File: config.mk
export PLATFORM = sky130hd
export DESIGN_NAME = adc_media_movel
export DESIGN_NICKNAME = d
export VERILOG_FILES = /design/src/rtl/adc_media_movel.sv
export SDC_FILE = /design/constraint.sdc
export NUM_CORES = 1
export LEC_CHECK = 0
export ABC_AREA = 1
export BUFFER_PORTS_ARGS = -buffer_cell sky130_fd_sc_hd__buf_4
export CAP_MARGIN = 10
export CORE_UTILIZATION = 55
export CTS_CLUSTER_SIZE = 12
export DETAILED_ROUTE_END_ITERATION = 10
export HOLD_SLACK_MARGIN = 0.06
export PLACE_DENSITY = 0.8
export SETUP_SLACK_MARGIN = 0.02
export SLEW_MARGIN = 30
export SYNTH_ARGS = -nofsm -noshare
export SYNTH_HDL_FRONTEND = slang
export SYNTH_SLANG_ARGS = --single-unit
File: constraint.sdc
create_clock -name clk -period 3.85 [get_ports clk]
set_input_delay 0.77 -clock clk [delete_from_list [all_inputs] [get_ports clk]]
set_output_delay 0.77 -clock clk [all_outputs]
set_load 0.1 [all_outputs]
File: src/rtl/adc_media_movel.sv
`default_nettype none
// ============================================================================
// Module   : adc_media_movel
// Brief    : Boxcar moving average over 2^LOG2_N ADC samples with a
//            hysteresis threshold flag on the filtered reading.
// Revision : 1.0 - initial release
// ============================================================================
module adc_media_movel #(
    parameter int DATA_W = 12,
    parameter int LOG2_N = 3,
    parameter int HYST   = 16
) (
    input  logic              clk,
    input  logic              reset,
    input  logic [DATA_W-1:0] sample_in,
    input  logic              sample_valid,
    input  logic              flush,
    input  logic [DATA_W-1:0] thr_level,
    output logic [DATA_W-1:0] avg_out,
    output logic              avg_valid,
    output logic              above_thr,
    output logic              filled
);

    localparam int                  c_n        = 1 << LOG2_N;
    localparam int                  c_sum_w    = DATA_W + LOG2_N;
    localparam int                  c_lvl_w    = DATA_W + 2;
    localparam logic [LOG2_N:0]     c_cnt_last = (LOG2_N + 1)'(c_n - 1);
    localparam logic [LOG2_N:0]     c_cnt_full = (LOG2_N + 1)'(c_n);
    localparam logic [c_lvl_w-1:0]  c_hyst     = c_lvl_w'(HYST);
    localparam logic [c_lvl_w-1:0]  c_max      = {2'b00, {DATA_W{1'b1}}};

    typedef enum logic [0:0] {
        S_FILL = 1'b0,
        S_RUN  = 1'b1
    } state_t;

    state_t              r_state;
    state_t              w_state_nxt;
    logic [DATA_W-1:0]   r_buf [c_n];
    logic [LOG2_N-1:0]   r_wr_ptr;
    logic [LOG2_N:0]     r_count;
    logic [c_sum_w-1:0]  r_sum;
    logic [DATA_W-1:0]   r_avg;
    logic                r_avg_valid;
    logic                r_above;
    logic                r_filled;

    logic                w_accept;
    logic                w_last_fill;
    logic                w_emit;
    logic [DATA_W-1:0]   w_old;
    logic [c_sum_w-1:0]  w_sum_nxt;
    logic [DATA_W-1:0]   w_avg_nxt;
    logic [c_lvl_w-1:0]  w_thr_wide;
    logic [c_lvl_w-1:0]  w_set_raw;
    logic [c_lvl_w-1:0]  w_set_lvl;
    logic [c_lvl_w-1:0]  w_clr_lvl;
    logic [c_lvl_w-1:0]  w_avg_wide;
    logic                w_above_nxt;

    // Evicted value is masked until the window has been filled once, so the
    // stale buffer contents never need clearing.
    always_comb begin
        w_accept    = sample_valid & ~flush;
        w_last_fill = (r_state == S_FILL) && (r_count == c_cnt_last);
        w_emit      = w_accept && ((r_state == S_RUN) || w_last_fill);
        w_old       = (r_state == S_RUN) ? r_buf[r_wr_ptr] : '0;
        w_sum_nxt   = r_sum + c_sum_w'(sample_in) - c_sum_w'(w_old);
        w_avg_nxt   = w_sum_nxt[c_sum_w-1 -: DATA_W];
    end

    // Levels are computed two bits wider so thr_level +/- HYST cannot wrap.
    always_comb begin
        w_thr_wide = c_lvl_w'(thr_level);
        w_set_raw  = w_thr_wide + c_hyst;
        w_set_lvl  = (w_set_raw > c_max) ? c_max : w_set_raw;
        w_clr_lvl  = (w_thr_wide >= c_hyst) ? (w_thr_wide - c_hyst) : '0;
        w_avg_wide = c_lvl_w'(w_avg_nxt);
        w_above_nxt = r_above;
        if (w_avg_wide >= w_set_lvl) begin
            w_above_nxt = 1'b1;
        end else if (w_avg_wide < w_clr_lvl) begin
            w_above_nxt = 1'b0;
        end
    end

    always_ff @(posedge clk) begin
        if (reset) begin
            r_state <= S_FILL;
        end else begin
            r_state <= w_state_nxt;
        end
    end

    always_comb begin
        w_state_nxt = r_state;
        if (flush) begin
            w_state_nxt = S_FILL;
        end else if (w_accept && w_last_fill) begin
            w_state_nxt = S_RUN;
        end
    end

    always_ff @(posedge clk) begin
        if (!reset && w_accept) begin
            r_buf[r_wr_ptr] <= sample_in;
        end
    end

    always_ff @(posedge clk) begin
        if (reset) begin
            r_sum       <= '0;
            r_wr_ptr    <= '0;
            r_count     <= '0;
            r_avg       <= '0;
            r_avg_valid <= 1'b0;
            r_above     <= 1'b0;
            r_filled    <= 1'b0;
        end else if (flush) begin
            r_sum       <= '0;
            r_wr_ptr    <= '0;
            r_count     <= '0;
            r_avg_valid <= 1'b0;
            r_above     <= 1'b0;
            r_filled    <= 1'b0;
        end else begin
            r_avg_valid <= 1'b0;
            if (w_accept) begin
                r_sum    <= w_sum_nxt;
                r_wr_ptr <= r_wr_ptr + 1'b1;
                if (r_state == S_FILL) begin
                    r_count <= w_last_fill ? c_cnt_full : r_count + 1'b1;
                end
                if (w_last_fill) begin
                    r_filled <= 1'b1;
                end
                if (w_emit) begin
                    r_avg       <= w_avg_nxt;
                    r_avg_valid <= 1'b1;
                    r_above     <= w_above_nxt;
                end
            end
        end
    end

    assign avg_out   = r_avg;
    assign avg_valid = r_avg_valid;
    assign above_thr = r_above;
    assign filled    = r_filled;

endmodule
`default_nettype wire

* Word-level counts from Yosys, hierarchy flattened *
Memory sizes are Yosys's and may differ from the RTL's. A register that Yosys moved wholly into a read port is not among the register bits.
Index checks and enable logic that the tools add are counted.

operators by class
  add/subtract/negate cells = 6
  magnitude comparators = 4
  eq/ne operators = 1
  muxes and demuxes = 11
  bitwise logic cells = 4
  reduce and logical (&&, ||, !) cells = 13

operator list
  operator                 count
  $add A15 B12 Y15         1
  $sub A15 B12 Y15         1
  $lt A12 B14 Y1           1
  $mux W14                 1
  $add A12 B5 Y13 const B  1
  $ge A12 B13 Y1           1
  $gt A13 B12 Y1 const B   1
  $mux W13                 1
  $sub A12 B5 Y13 const B  1
  $ge A12 B5 Y1 const B    1
  $mux W12                 1
  $mux W3                  2
  $reduce_and A3 Y1        2
  $mux W1                  5
  $add A4 B1 Y4 const B    1
  $eq A4 B3 Y1 const B     1
  $logic_and A1 B1 Y1      4
  $mux W4                  1
  $reduce_and A2 Y1        2
  $add A3 B1 Y3 const B    1
  $not A1 Y1               3
  $reduce_or A3 Y1         1
  $reduce_bool A2 Y1       1
  $reduce_or A2 Y1         1
  3 further kinds          3

storage, ports and cells
  bits in registers = 38
  memory bits (writable) = 96
  input bits = 28
  output and inout port bits = 15
  logic and storage cells = 48
  memories = 1

memories
  name   depth  width  read ports  clocked after memory_dff  wr ports  line  RTL
  r_buf  8      12     1           1                         1         40    logic [DATA_W-1:0] r_buf [c_n];

* Logic depth before layout (Yosys ltp) *
Gate-level depths: netlist (run 1).

  word-level depth = 6
  mapped depth = 31

* Worst setup path before layout (run 1) *
OpenSTA, ideal clock, no wires.

  path kind = flip-flop to flip-flop
  start = register r_state
  end = register r_above (netlist: above_thr)
  arrival time = 4.337 ns
  data required time = 3.784 ns
  setup slack = -0.553 ns
  stages on the path, launching flop included = 28
  path through = dfxtp_1 > clkbuf_1 > o21ai_0 > a31oi_1 > fa_1 > inv_1 > ha_1 > a21oi_1 > nand2_1 > nand2_1 > a21oi_2 > nand2_1 > nand2_1 > nand2_1 > nand2_1 > nand3_1 > nand2_1 > xor2_1 > inv_1 > ha_1 > nand2_1 > nor2_1 > nand4_1 > o211ai_1 > a221oi_1 > o21ai_0 > nand2_1 > a21oi_2

on the way
  cells in the longest elaborated chain, start to end = 5

RTL lines
  what                                              line    RTL
  start: declaration                                38      state_t r_state;
  start signal: assignment                          92      r_state <= w_state_nxt;
  $mux W12 (*)                                      68      w_old = (r_state == S_RUN) ? r_buf[r_wr_ptr] : '0;
  $sub A15 B12 Y15 (*)                              69      w_sum_nxt = r_sum + c_sum_w'(sample_in) - c_sum_w'(w_old);
  via w_sum_nxt[11]                                 53      logic [c_sum_w-1:0] w_sum_nxt;
  $lt A12 B14 Y1 or $ge A12 B13 Y1 (tied branches)  83, 81
  $reduce_bool A2 Y1 (no source line)               -
  $reduce_and A3 Y1 (no source line)                -
  end signal: assignment                            141     r_above <= w_above_nxt;
  end: declaration                                  46      logic r_above;

Mark *: on every way through the listed nets, which the timed path passes. The rest lies on a longest branch.
A chain may end at the register's enable or synchronous reset.

==> run metrics, run 1 <==
DRC viols=0; n_diodes=0; dominant synthesized flop cell=sky130_fd_sc_hd__edfxtp_1; cell count after synthesis=around 790; initial antenna violation count=0; I/O Buffers=42; placed wire-length estimate=about 12 mm; clk slew on worst S/H paths=0.06 ns; area of the mapped netlist=a little over 7000 um2; effective utilization at floorplan=0.5688; Cell Chain, Critical Path=inv_4, buf_12, buf_6, o21ai_0, o22ai_1, o211ai_1, fa_1, ha_4, buf_4, nand2_4, nor2_4, nand3_2, nand3_2, nand3_1, nand2_1, xor2_2, inv_1, ha_1, a21oi_1, nor2_1, nor2_1, o21ai_1, nand2_1, a21oi_2; delay of the slowest cell on the worst path=between 0.5 and 0.6 ns; cell with the biggest individual delay on the critical path=sky130_fd_sc_hd__fa_1; worst slew margin relative to its limit=0.5689; GRT Util Overall=0.3111; maximum clock insertion buffer count=2; Cell Rows=approximately 40; cell at the root of the clock tree=sky130_fd_sc_hd__clkbuf_16; TritonCTS clock tree=yes; number of enable flip-flop cells after synthesis=96; number of nets produced by synthesis=877; highest ir drop seen on vdd=0.2870 mV; result of the run=complete, but fails checks; global-route wire length before repair=about 31 mm; number of levels the H-tree was split into=4; post-route cell area=about 9400 um2; Nets=between 1000 and 1500; total buffers and inverters traversed by the critical path=5; worst path setup slack after routing=-0.6553 ns; Pre-Repair DR Iteration Count=6; Vert. Die Dim=116.9 um; worst-path fanout max=11; share of flip-flops with an asynchronous set or reset=0; Critical Path Start Type=flip-flop; proportion of layout cells with a drive suffix above 1=0.2677; latest clock arrival within the worst-skew pair=0.44 ns; power density over the cells=between 400 and 500 nW/um2; die width=roughly 120 um; max-cap viol count=0; total count of max-transition violations in the final report=0; number of routed nets with antenna violations=0; worst setup timing slack at the placement stage=-0.3645 ns; core area=approximately 13000 um2; commonest cells after routing, fill and taps aside=127 x sky130_fd_sc_hd__nor2_1, 121 x sky130_fd_sc_hd__buf_4, 109 x sky130_fd_sc_hd__inv_1; final setup fails=5; final core utilization=0.7385; Final Routed Wirelength=21.30 mm; syn avg cell area=roughly 9.2 um2; leakage power of the design=4.046 nW; setup repair after global routing missed its margin=true; via count=6490; number of buffers created by CTS=17; via count of the first global-routing pass=between 6000 and 7000; most common cell after layout, fill and taps aside=sky130_fd_sc_hd__nor2_1; Max Clock Freq=roughly 220 MHz; clock skew after layout=about 0.012 ns; Seq/Total Area, Yosys=0.5070; data arrival at the endpoint of the critical path=4.82 ns; area of placed instances=8368 um2; post-synthesis cell type count=39; final period demand of the worst path=4.505 ns; violations in the final reports=setup timing; Ys Warns=0; sink count of the clock tree=136; area added between synthesis and finish=29.83%; number of synthesized register bits=~140; Total Die Area=about 14000 um2; maximum number of pins on one net before global-route repair=21; slew at the pin closest to its max-slew limit=0.6460 ns; Wirelength per Cell=slightly below 20 um; I/O pin cnt=43; worst min-delay path category=flip-flop to flip-flop; global-route congestion overflow total=0; cell type group with the largest total delay on the critical path=compound AO/OA/AOI/OAI gates; critical path data required time=around 4.2 ns; final weighted congestion in routability-driven placement=between 0.9 and 1; number of vias per cell=between 5 and 6; initial detailed-routing violation count=a little over 700; final hold viol count=0; period utilisation layout=1.170; Final Power=between 0.004 and 0.005 W; WS Path Type=flip-flop to flip-flop; hold slack=~0.48 ns; nature of the critical path endpoint=flip-flop
power breakdown:
part | internal (W) | switching [W] | total, W | leakage, nW
registers | 0.00158 | 0.00000928 | 0.00159 | 1.19
logic | 0.000491 | 0.000615 | 0.00111 | 2.57
clock network | 0.000987 | 0.000640 | 0.00163 | 0.285
per-layer routing:
layer,track usage,vias to the layer above,share of wire
met5,0,-,0
met4,0.1544,0,0.048
met3,0.06437,90,0.086
met2,0.5069,387,0.48
met1,0.3976,3088,0.38
li1,-,2925,-
worst min-delay path, cell delays in order (launching register included):
cell and delay [ns]:
sky130_fd_sc_hd__dfxtp_1 0.31, sky130_fd_sc_hd__inv_1 0.07, sky130_fd_sc_hd__a21oi_1 0.06
registers in the layout, indices dropped and copies added, names as in the netlist, named ones only:
register / flops
r_count: 4
avg_valid: 1
r_sum: 15
r_wr_ptr: 3
avg_out: 12
above_thr: 1
r_state: 1
r_buf: 96
cell usage after synthesis (all sizes together), types with 13 or more instances:
master,number,area share
nand3,14,0.012
edfxtp,96,0.40
nand2,81,0.045
ha,43,0.074
dfxtp,40,0.11
a31oi,13,0.011
a21oi,50,0.037
inv,120,0.062
o21ai,97,0.068
nor2,139,0.075
nor3,13,0.0090
clkbuf,20,0.010
path summary, 6_finish.rpt:
check	start	end	slack (ns)	cells past startpoint
setup reg to reg	flip-flop	above_thr	-0.66	24
setup / recovery	flip-flop	above_thr	-0.66	24
hold / removal	r_count[1]	r_count[1]	0.48	2
hold reg to reg	r_count[1]	r_count[1]	0.48	2
repair_timing:
action	CTS	global route
pin swaps	22	26
gates resized for setup	47	59
cloned	0	1
hold buffers	0	0
setup buffers	7	1
setup endpoints to repair	1	5
logic make-up (layout without fill, tap and decap cells):
| group | count (synthesis) | after routing | synth area share |
|---|---|---|---|
| simple gates | 260 | 260 | 0.1519 |
| compound gates | 184 | 184 | 0.1398 |
| buf+inv | 145 | 285 | 0.07732 |
| flops | 136 | 136 | 0.5070 |
| fa+ha+maj | 55 | 55 | 0.1071 |
| xor+xnor | 14 | 14 | 0.01688 |
final cells by class:
type | instances | area (um2)
inverters | 120 | 456.7
multi-input cells | 513 | 3387
repair buffers | 133 | 1100
flip-flops and latches | 136 | 3692
fillers | 788 | 3341
well taps | 172 | 215.2
clock buffers | 21 | 460.4
clock inverters | 11 | 121.4
per-stage QoR:
step                      instances  setup TNS, ns
final                          1106        -0.7673
after global routing           1106         -1.806
after CTS                      1104        -0.3126
after detailed placement       1065        -0.3645
after global placement         1065        -0.2690
after floorplan                 794        -0.1652
(Power assumes the default switching activity.)
==> run 2, diff against run 1 <==
--- a/config.mk
+++ b/config.mk
@@ -8,11 +8,13 @@
 export ABC_AREA = 1
 export BUFFER_PORTS_ARGS = -buffer_cell sky130_fd_sc_hd__buf_4
 export CAP_MARGIN = 10
-export CORE_UTILIZATION = 55
+export CORE_UTILIZATION = 60
 export CTS_CLUSTER_SIZE = 12
 export DETAILED_ROUTE_END_ITERATION = 10
 export HOLD_SLACK_MARGIN = 0.06
-export PLACE_DENSITY = 0.8
+export MAX_ROUTING_LAYER = met4
+export PLACE_DENSITY = 0.83
+export REMOVE_ABC_BUFFERS = 1
 export SETUP_SLACK_MARGIN = 0.02
 export SLEW_MARGIN = 30
 export SYNTH_ARGS = -nofsm -noshare
==> constraint.sdc (replaced) <==
create_clock -name clk -period 5.1 [get_ports clk]
set_input_delay 1.02 -clock clk [delete_from_list [all_inputs] [get_ports clk]]
set_output_delay 1.02 -clock clk [all_outputs]
set_load 0.1 [all_outputs]
==> run 2 against run 1 <==
The flow finishes with violations (DRC). Non-clock buffer count down 70. Routed wire length down 20%. Hold slack improved by 0.012 ns. Utilization shrank 1.7 points. Maximum frequency is 3.6% lower. Clock power decreased by 32%. Cell area is 11% lower. Global-route usage decreased by 1.2 points. Total power is 34% lower. Die area fell by 8.2%. Flip-flop and latch count unchanged. First-iteration DRC count is 17% lower.
==> run metrics, run 2 (synthesis results as in run 1) <==
sequential power share=0.418 (was 0.368); number of fill cells in the layout=827 (was 788); via count of the first global-routing pass=5782 (was 6064); most common cell after layout, fill and taps aside=sky130_fd_sc_hd__nor2_1 (unchanged); Final Routed Wirelength=17.10 mm (was 21.30 mm); number of levels the H-tree was split into=4 (unchanged); Final Power=0.002872 W (was 0.004323 W); critical path data required time=5.45 ns (was 4.17 ns); clk slew on worst S/H paths=0.06 ns (about the same); placed wire-length estimate=11.81 mm (was 12.29 mm); Sw Share=0.2849 (was 0.2925); register-to-register path setup slack=0.43 ns (was -0.66 ns); result of the run=complete, but fails checks (unchanged); worst path setup slack after routing=0.4259 ns (was -0.6553 ns); die width=112.0 um (was 116.9 um); number of buffers created by CTS=17 (unchanged); max-cap viol count=0 (unchanged); Min-Delay Endpoint=r_sum[0] (was r_count[1]); worst setup timing slack at the placement stage=0.3436 ns (was -0.3645 ns); hold bufs inserted after CTS=0 (unchanged); sequential cell area=3684 um2 (was 3692 um2); global-route wire length before repair=27.80 mm (was 31.03 mm); number of routed nets with antenna violations=0 (unchanged); via count=5889 (was 6490); portion of total power attributed to the clock network=0.387 (was 0.376); endpoint of the worst register-to-register path=above_thr (unchanged); power share of the combinational group=0.195 (was 0.256); slew at the pin closest to its max-slew limit=0.7022 ns (was 0.6460 ns); commonest cells after routing, fill and taps aside=133 x sky130_fd_sc_hd__nor2_1, 118 x sky130_fd_sc_hd__inv_1, 96 x sky130_fd_sc_hd__edfxtp_1 (was 127 x sky130_fd_sc_hd__nor2_1, 121 x sky130_fd_sc_hd__buf_4, 109 x sky130_fd_sc_hd__inv_1); number of vias per cell=5.848 (was 5.868); setup repair after global routing missed its margin=false (was true); I/O Buffers=42 (unchanged); core area=11610 um2 (was 12770 um2); hold path startpoint=r_sum[0] (was r_count[1]); delay of the slowest cell on the worst path=0.59 ns (was 0.58 ns); cell with the biggest individual delay on the critical path=sky130_fd_sc_hd__fa_1 (unchanged); highest ir drop seen on vdd=0.3023 mV (was 0.2870 mV); maximum number of pins on one net before global-route repair=28 (was 21); CP dominant cell by count=sky130_fd_sc_hd__nand2_1; Nets=934 (was 1004); Cell Rows=39 (was 41); GRT Util Overall=0.2993 (was 0.3111); Max Clock Freq=213.9 MHz (was 222.0 MHz); TritonCTS clock tree=yes (unchanged); data arrival at the endpoint of the critical path=5.03 ns (was 4.82 ns); final sum of negative setup slack=0 ns (was -0.7673 ns); power density over the cells=342.7 nW/um2 (was 458.3 nW/um2); Wirelength per Cell=16.98 um (was 19.26 um); number of flip-flops in the largest register=96 (unchanged); latest clock arrival within the worst-skew pair=0.42 ns (was 0.44 ns); area of combinational cells with multiple inputs=3042 um2 (was 3387 um2); nature of the critical path endpoint=flip-flop (unchanged); cell at the root of the clock tree=sky130_fd_sc_hd__clkbuf_16 (unchanged); Int Pwr=0.002054 W (was 0.003058 W); Pre-Repair DR Iteration Count=8 (was 6); global-route congestion overflow total=0 (unchanged); Critical Path Start Type=flip-flop (unchanged); effective utilization at floorplan=0.6256 (was 0.5688); worst-path fanout max=10 (was 11); final setup fails=0 (was 5); initial antenna violation count=0 (unchanged); violations in the final reports=DRC (was setup timing); Vert. Die Dim=112.0 um (was 116.9 um); final core utilization=0.7216 (was 0.7385); final period demand of the worst path=4.674 ns (was 4.505 ns); Biggest register=r_buf (unchanged); net switching power=0.0008184 W (was 0.001265 W); maximum clock insertion buffer count=2 (unchanged); leakage power of the design=3.603 nW (was 4.046 nW); initial detailed-routing violation count=601 (was 727); R2R depth=29 (was 24); worst slew margin relative to its limit=0.5301 (was 0.5689); final weighted congestion in routability-driven placement=0.9627 (was 0.9122); n_diodes=0 (unchanged); proportion of layout cells with a drive suffix above 1=0.1343 (was 0.2677); area added between synthesis and finish=15.34% (was 29.83%); total count of max-transition violations in the final report=0 (unchanged); WS Path Type=flip-flop to flip-flop (unchanged); WHS Path Cells=2 (unchanged); clock skew after layout=0.005418 ns (was 0.01172 ns); Total Die Area=12550 um2 (was 13670 um2); final hold viol count=0 (unchanged); period utilisation layout=0.9165 (was 1.170); sink count of the clock tree=136 (unchanged); worst min-delay path category=flip-flop to flip-flop (unchanged); DRC viols=3 (was 0); I/O pin cnt=43 (unchanged)
-- run 2: layout make-up --
type,instances,share of cell area
flip-flops and latches,136,0.4395
multi-input cells,513,0.3629
repair buffers,63,0.05778
inverters,120,0.05420
clock buffers,18,0.05121
well taps,143,0.02135
clock inverters,14,0.01299
-- run 2: layer usage --
layer | up-vias | routed length (um) | GRT usage
met5 | - | 0 | -
met4 | 0 | 439 | 0.1387
met3 | 45 | 1183 | 0.06371
met2 | 240 | 8330 | 0.4774
met1 | 2825 | 7147 | 0.3671
li1 | 2779 | - | -
-- run 2: what timing repair did --
| item | in CTS | in global routing |
|---|---|---|
| buffers inserted | 0 | 3 |
| resized for setup | 0 | 8 |
| endpoints found under the setup margin | 0 | 1 |
-- run 2: how the worst max path moves through the flow --
| stage | startpoint | to | slack, ns | cells after the start |
|---|---|---|---|---|
| 2_1_floorplan | flip-flop | above_thr | -0.19 | 29 |
| 3_3_place_gp | flip-flop | above_thr | 0.44 | 30 |
| 3_5_place_dp | flip-flop | above_thr | 0.34 | 30 |
| 4_1_cts | flip-flop | above_thr | 0.29 | 30 |
| 5_1_grt | flip-flop | above_thr | 0.01 | 27 |
| 6_report | flip-flop | above_thr | 0.43 | 29 |
-- run 2: stage by stage --
| step | hold slack, ns | cell area [um2] | cells |
|---|---|---|---|
| after CTS | 0.4887 | 8322 | 1004 |
| final | 0.4918 | 8381 | 1007 |
| after detailed placement | 0.4727 | 7784 | 972 |
| after global routing | 0.5072 | 8381 | 1007 |
| after global placement | 0.4609 | 7784 | 972 |
| after floorplan | 0.4353 | 7154 | 769 |
-- run 2: power by group through the flow --
stage	clock, W	sequential [W]	combinational (W)
after floorplan	0	0.00122	0.000365
after global placement	0	0.00122	0.000510
after detailed placement	0	0.00122	0.000538
after CTS	0.00112	0.00120	0.000542
after global routing	0.00117	0.00120	0.000634
final	0.00111	0.00120	0.000561
-- run 2: worst max-delay path, delay by kind of cell, from the launching register on --
kind	cells	cell delay [ns]
xor+xnor	1	0.21
buf+inv	3	0.38
simple gates	13	1.14
fa+ha+maj	3	1.16
compound gates	9	1.29
flops	1	0.39
==> run 3, diff against run 2 <==
--- a/config.mk
+++ b/config.mk
@@ -8,12 +8,11 @@
 export ABC_AREA = 1
 export BUFFER_PORTS_ARGS = -buffer_cell sky130_fd_sc_hd__buf_4
 export CAP_MARGIN = 10
-export CORE_UTILIZATION = 60
+export CORE_UTILIZATION = 45
 export CTS_CLUSTER_SIZE = 12
 export DETAILED_ROUTE_END_ITERATION = 10
-export HOLD_SLACK_MARGIN = 0.06
 export MAX_ROUTING_LAYER = met4
-export PLACE_DENSITY = 0.83
+export PLACE_DENSITY = 0.66
 export REMOVE_ABC_BUFFERS = 1
 export SETUP_SLACK_MARGIN = 0.02
 export SLEW_MARGIN = 30
==> run 3 against run 2 <==
The flow now finishes without violations. Clock power grew 7%. Total power grew 2.5%. Cell area grew 1.6%. Setup slack gained 0.087 ns. Maximum frequency grew 1.9%. Count of clock-buffer cells in the layout grew 4.
==> run metrics, run 3 (synthesis results as in run 1) <==
Max Clock Freq=218.0 MHz (was 213.9 MHz); GRT Util Overall=0.2173 (was 0.2993); TritonCTS clock tree=yes (unchanged); Total Die Area=16660 um2 (was 12550 um2); I/O Buffers=42 (unchanged); leakage power of the design=3.622 nW (was 3.603 nW); worst min-delay path category=flip-flop to flip-flop (unchanged); number of fill cells in the layout=1381 (was 827); Nets=938 (was 934); power density over the cells=345.5 nW/um2 (was 342.7 nW/um2); period utilisation layout=0.8995 (was 0.9165); nature of the critical path endpoint=flip-flop (unchanged); Min-Delay Endpoint=r_sum[0] (unchanged); Pre-Repair DR Iteration Count=5 (was 8); core area=15830 um2 (was 11610 um2); placed wire-length estimate=11.38 mm (was 11.81 mm); global-route wire length before repair=26.30 mm (was 27.80 mm); R2R depth=29 (unchanged); Critical Path Start Type=flip-flop (unchanged); WHS Path Cells=2 (unchanged); critical path depth in cells=29 (unchanged); n_diodes=0 (unchanged); cell at the root of the clock tree=sky130_fd_sc_hd__clkbuf_16 (unchanged); final weighted congestion in routability-driven placement=0.9140 (was 0.9627); number of buffers created by CTS=17 (unchanged); Final Routed Wirelength=16.44 mm (was 17.10 mm); effective utilization at floorplan=0.4591 (was 0.6256); cell type group with the largest total delay on the critical path=compound AO/OA/AOI/OAI gates (unchanged); cell with the biggest individual delay on the critical path=sky130_fd_sc_hd__fa_1 (unchanged); via count=5509 (was 5889); area of combinational cells with multiple inputs=3033 um2 (was 3042 um2); Wirelength per Cell=15.17 um (was 16.98 um); global-route congestion overflow total=0 (unchanged); CP dominant cell by count=sky130_fd_sc_hd__nand2_1 (unchanged); result of the run=finished, final reports clean (was complete, but fails checks); latest clock arrival within the worst-skew pair=0.42 ns (about the same); slew at the pin closest to its max-slew limit=0.9377 ns (was 0.7022 ns); number of routed nets with antenna violations=0 (unchanged); hold slack=0.4612 ns (was 0.4918 ns); final sum of negative setup slack=0 ns (unchanged); total count of max-transition violations in the final report=0 (unchanged); initial detailed-routing violation count=426 (was 601); sink count of the clock tree=136 (unchanged); data arrival at the endpoint of the critical path=4.89 ns (was 5.03 ns); number of levels the H-tree was split into=4 (unchanged); most common cell after layout, fill and taps aside=sky130_fd_sc_hd__nor2_1 (unchanged); initial antenna violation count=0 (unchanged); worst slew margin relative to its limit=0.3742 (was 0.5301); commonest cells after routing, fill and taps aside=131 x sky130_fd_sc_hd__nor2_1, 118 x sky130_fd_sc_hd__inv_1, 96 x sky130_fd_sc_hd__o21ai_0, 96 x sky130_fd_sc_hd__edfxtp_1, 75 x sky130_fd_sc_hd__nand2_1 (was 133 x sky130_fd_sc_hd__nor2_1, 118 x sky130_fd_sc_hd__inv_1, 96 x sky130_fd_sc_hd__edfxtp_1); Biggest register=r_buf (unchanged); maximum number of pins on one net before global-route repair=49 (was 28); Final Power=0.002943 W (was 0.002872 W); Cell Rows=46 (was 39); via count of the first global-routing pass=5213 (was 5782); worst-path fanout max=48 (was 10); setup repair after global routing missed its margin=false (unchanged); total buffers and inverters traversed by the critical path=3 (unchanged); die width=129.1 um (was 112.0 um); proportion of layout cells with a drive suffix above 1=0.1382 (was 0.1343); number of vias per cell=5.082 (was 5.848); delay of the slowest cell on the worst path=0.44 ns (was 0.59 ns); final setup fails=0 (unchanged); critical path data required time=5.40 ns (was 5.45 ns); sequential cell area=3684 um2 (unchanged); clock skew after layout=0.01297 ns (was 0.005418 ns); highest ir drop seen on vdd=0.2457 mV (was 0.3023 mV); max-cap viol count=0 (unchanged); I/O pin cnt=43 (unchanged); Vert. Die Dim=129.1 um (was 112.0 um); area added between synthesis and finish=17.22% (was 15.34%); maximum clock insertion buffer count=2 (unchanged); final period demand of the worst path=4.587 ns (was 4.674 ns); register-to-register path setup slack=0.51 ns (was 0.43 ns); WS Path Type=flip-flop to flip-flop (unchanged); clk slew on worst S/H paths=0.06 ns (about the same); endpoint of the worst register-to-register path=above_thr (unchanged); number of flip-flops in the largest register=96 (unchanged); hold path startpoint=r_sum[0] (unchanged); final hold viol count=0 (unchanged); DRC viols=0 (was 3)
## run 3: layout make-up
type,count,share of cell area
inverters,120,0.05333
multi-input cells,513,0.3561
clock inverters,10,0.01440
well taps,216,0.03173
clock buffers,22,0.05215
repair buffers,67,0.05979
flip-flops and latches,136,0.4325
## run 3: how the worst max path moves through the flow
stage                      start         to  slack, ns
floorplan              flip-flop  above_thr      -0.19
global placement    sample_in[2]  above_thr       0.50
detailed placement  sample_in[2]  above_thr       0.33
CTS                    flip-flop  above_thr       0.33
global route           flip-flop  above_thr       0.04
finish                 flip-flop  above_thr       0.51
## run 3: report_power, final
group / switching [W] / internal, W / total, W / leakage (nW)
registers: 0.00000545 / 0.00119 / 0.00120 / 1.19
clock network: 0.000470 / 0.000723 / 0.00119 / 0.265
logic: 0.000347 / 0.000204 / 0.000551 / 2.17
## run 3: timing repair
action	CTS	global route
hold buffers	0	0
setup endpoints to repair	0	1
hold endpoints to repair	0	0
gates resized for setup	0	4
setup buffers	0	4
## run 3: metrics by stage
step | std cells | area [um2] | util | setup slack, ns
global route | 1084 | 8517 | 0.5381 | 0.04092
CTS | 1080 | 8469 | 0.5351 | 0.3303
finish | 1084 | 8517 | 0.5381 | 0.5127
floorplan | 769 | 7154 | - | -0.1904
global placement | 1048 | 7903 | 0.4993 | 0.5009
detailed placement | 1048 | 7903 | 0.4993 | 0.3328
## run 3: tightest hold or removal path: stages, from the launching register on
cell	delay [ns]
sky130_fd_sc_hd__dfxtp_1	0.29
sky130_fd_sc_hd__inv_1	0.06
sky130_fd_sc_hd__a21oi_1	0.06
## run 3: layer usage
metal	routed length (um)	share of wire	up-vias	global-route usage
met5	0	0	-	-
met4	360	0.022	0	0.08789
met3	709	0.043	26	0.04046
met2	7776	0.47	124	0.3405
met1	7596	0.46	2568	0.2787
li1	-	-	2791	-
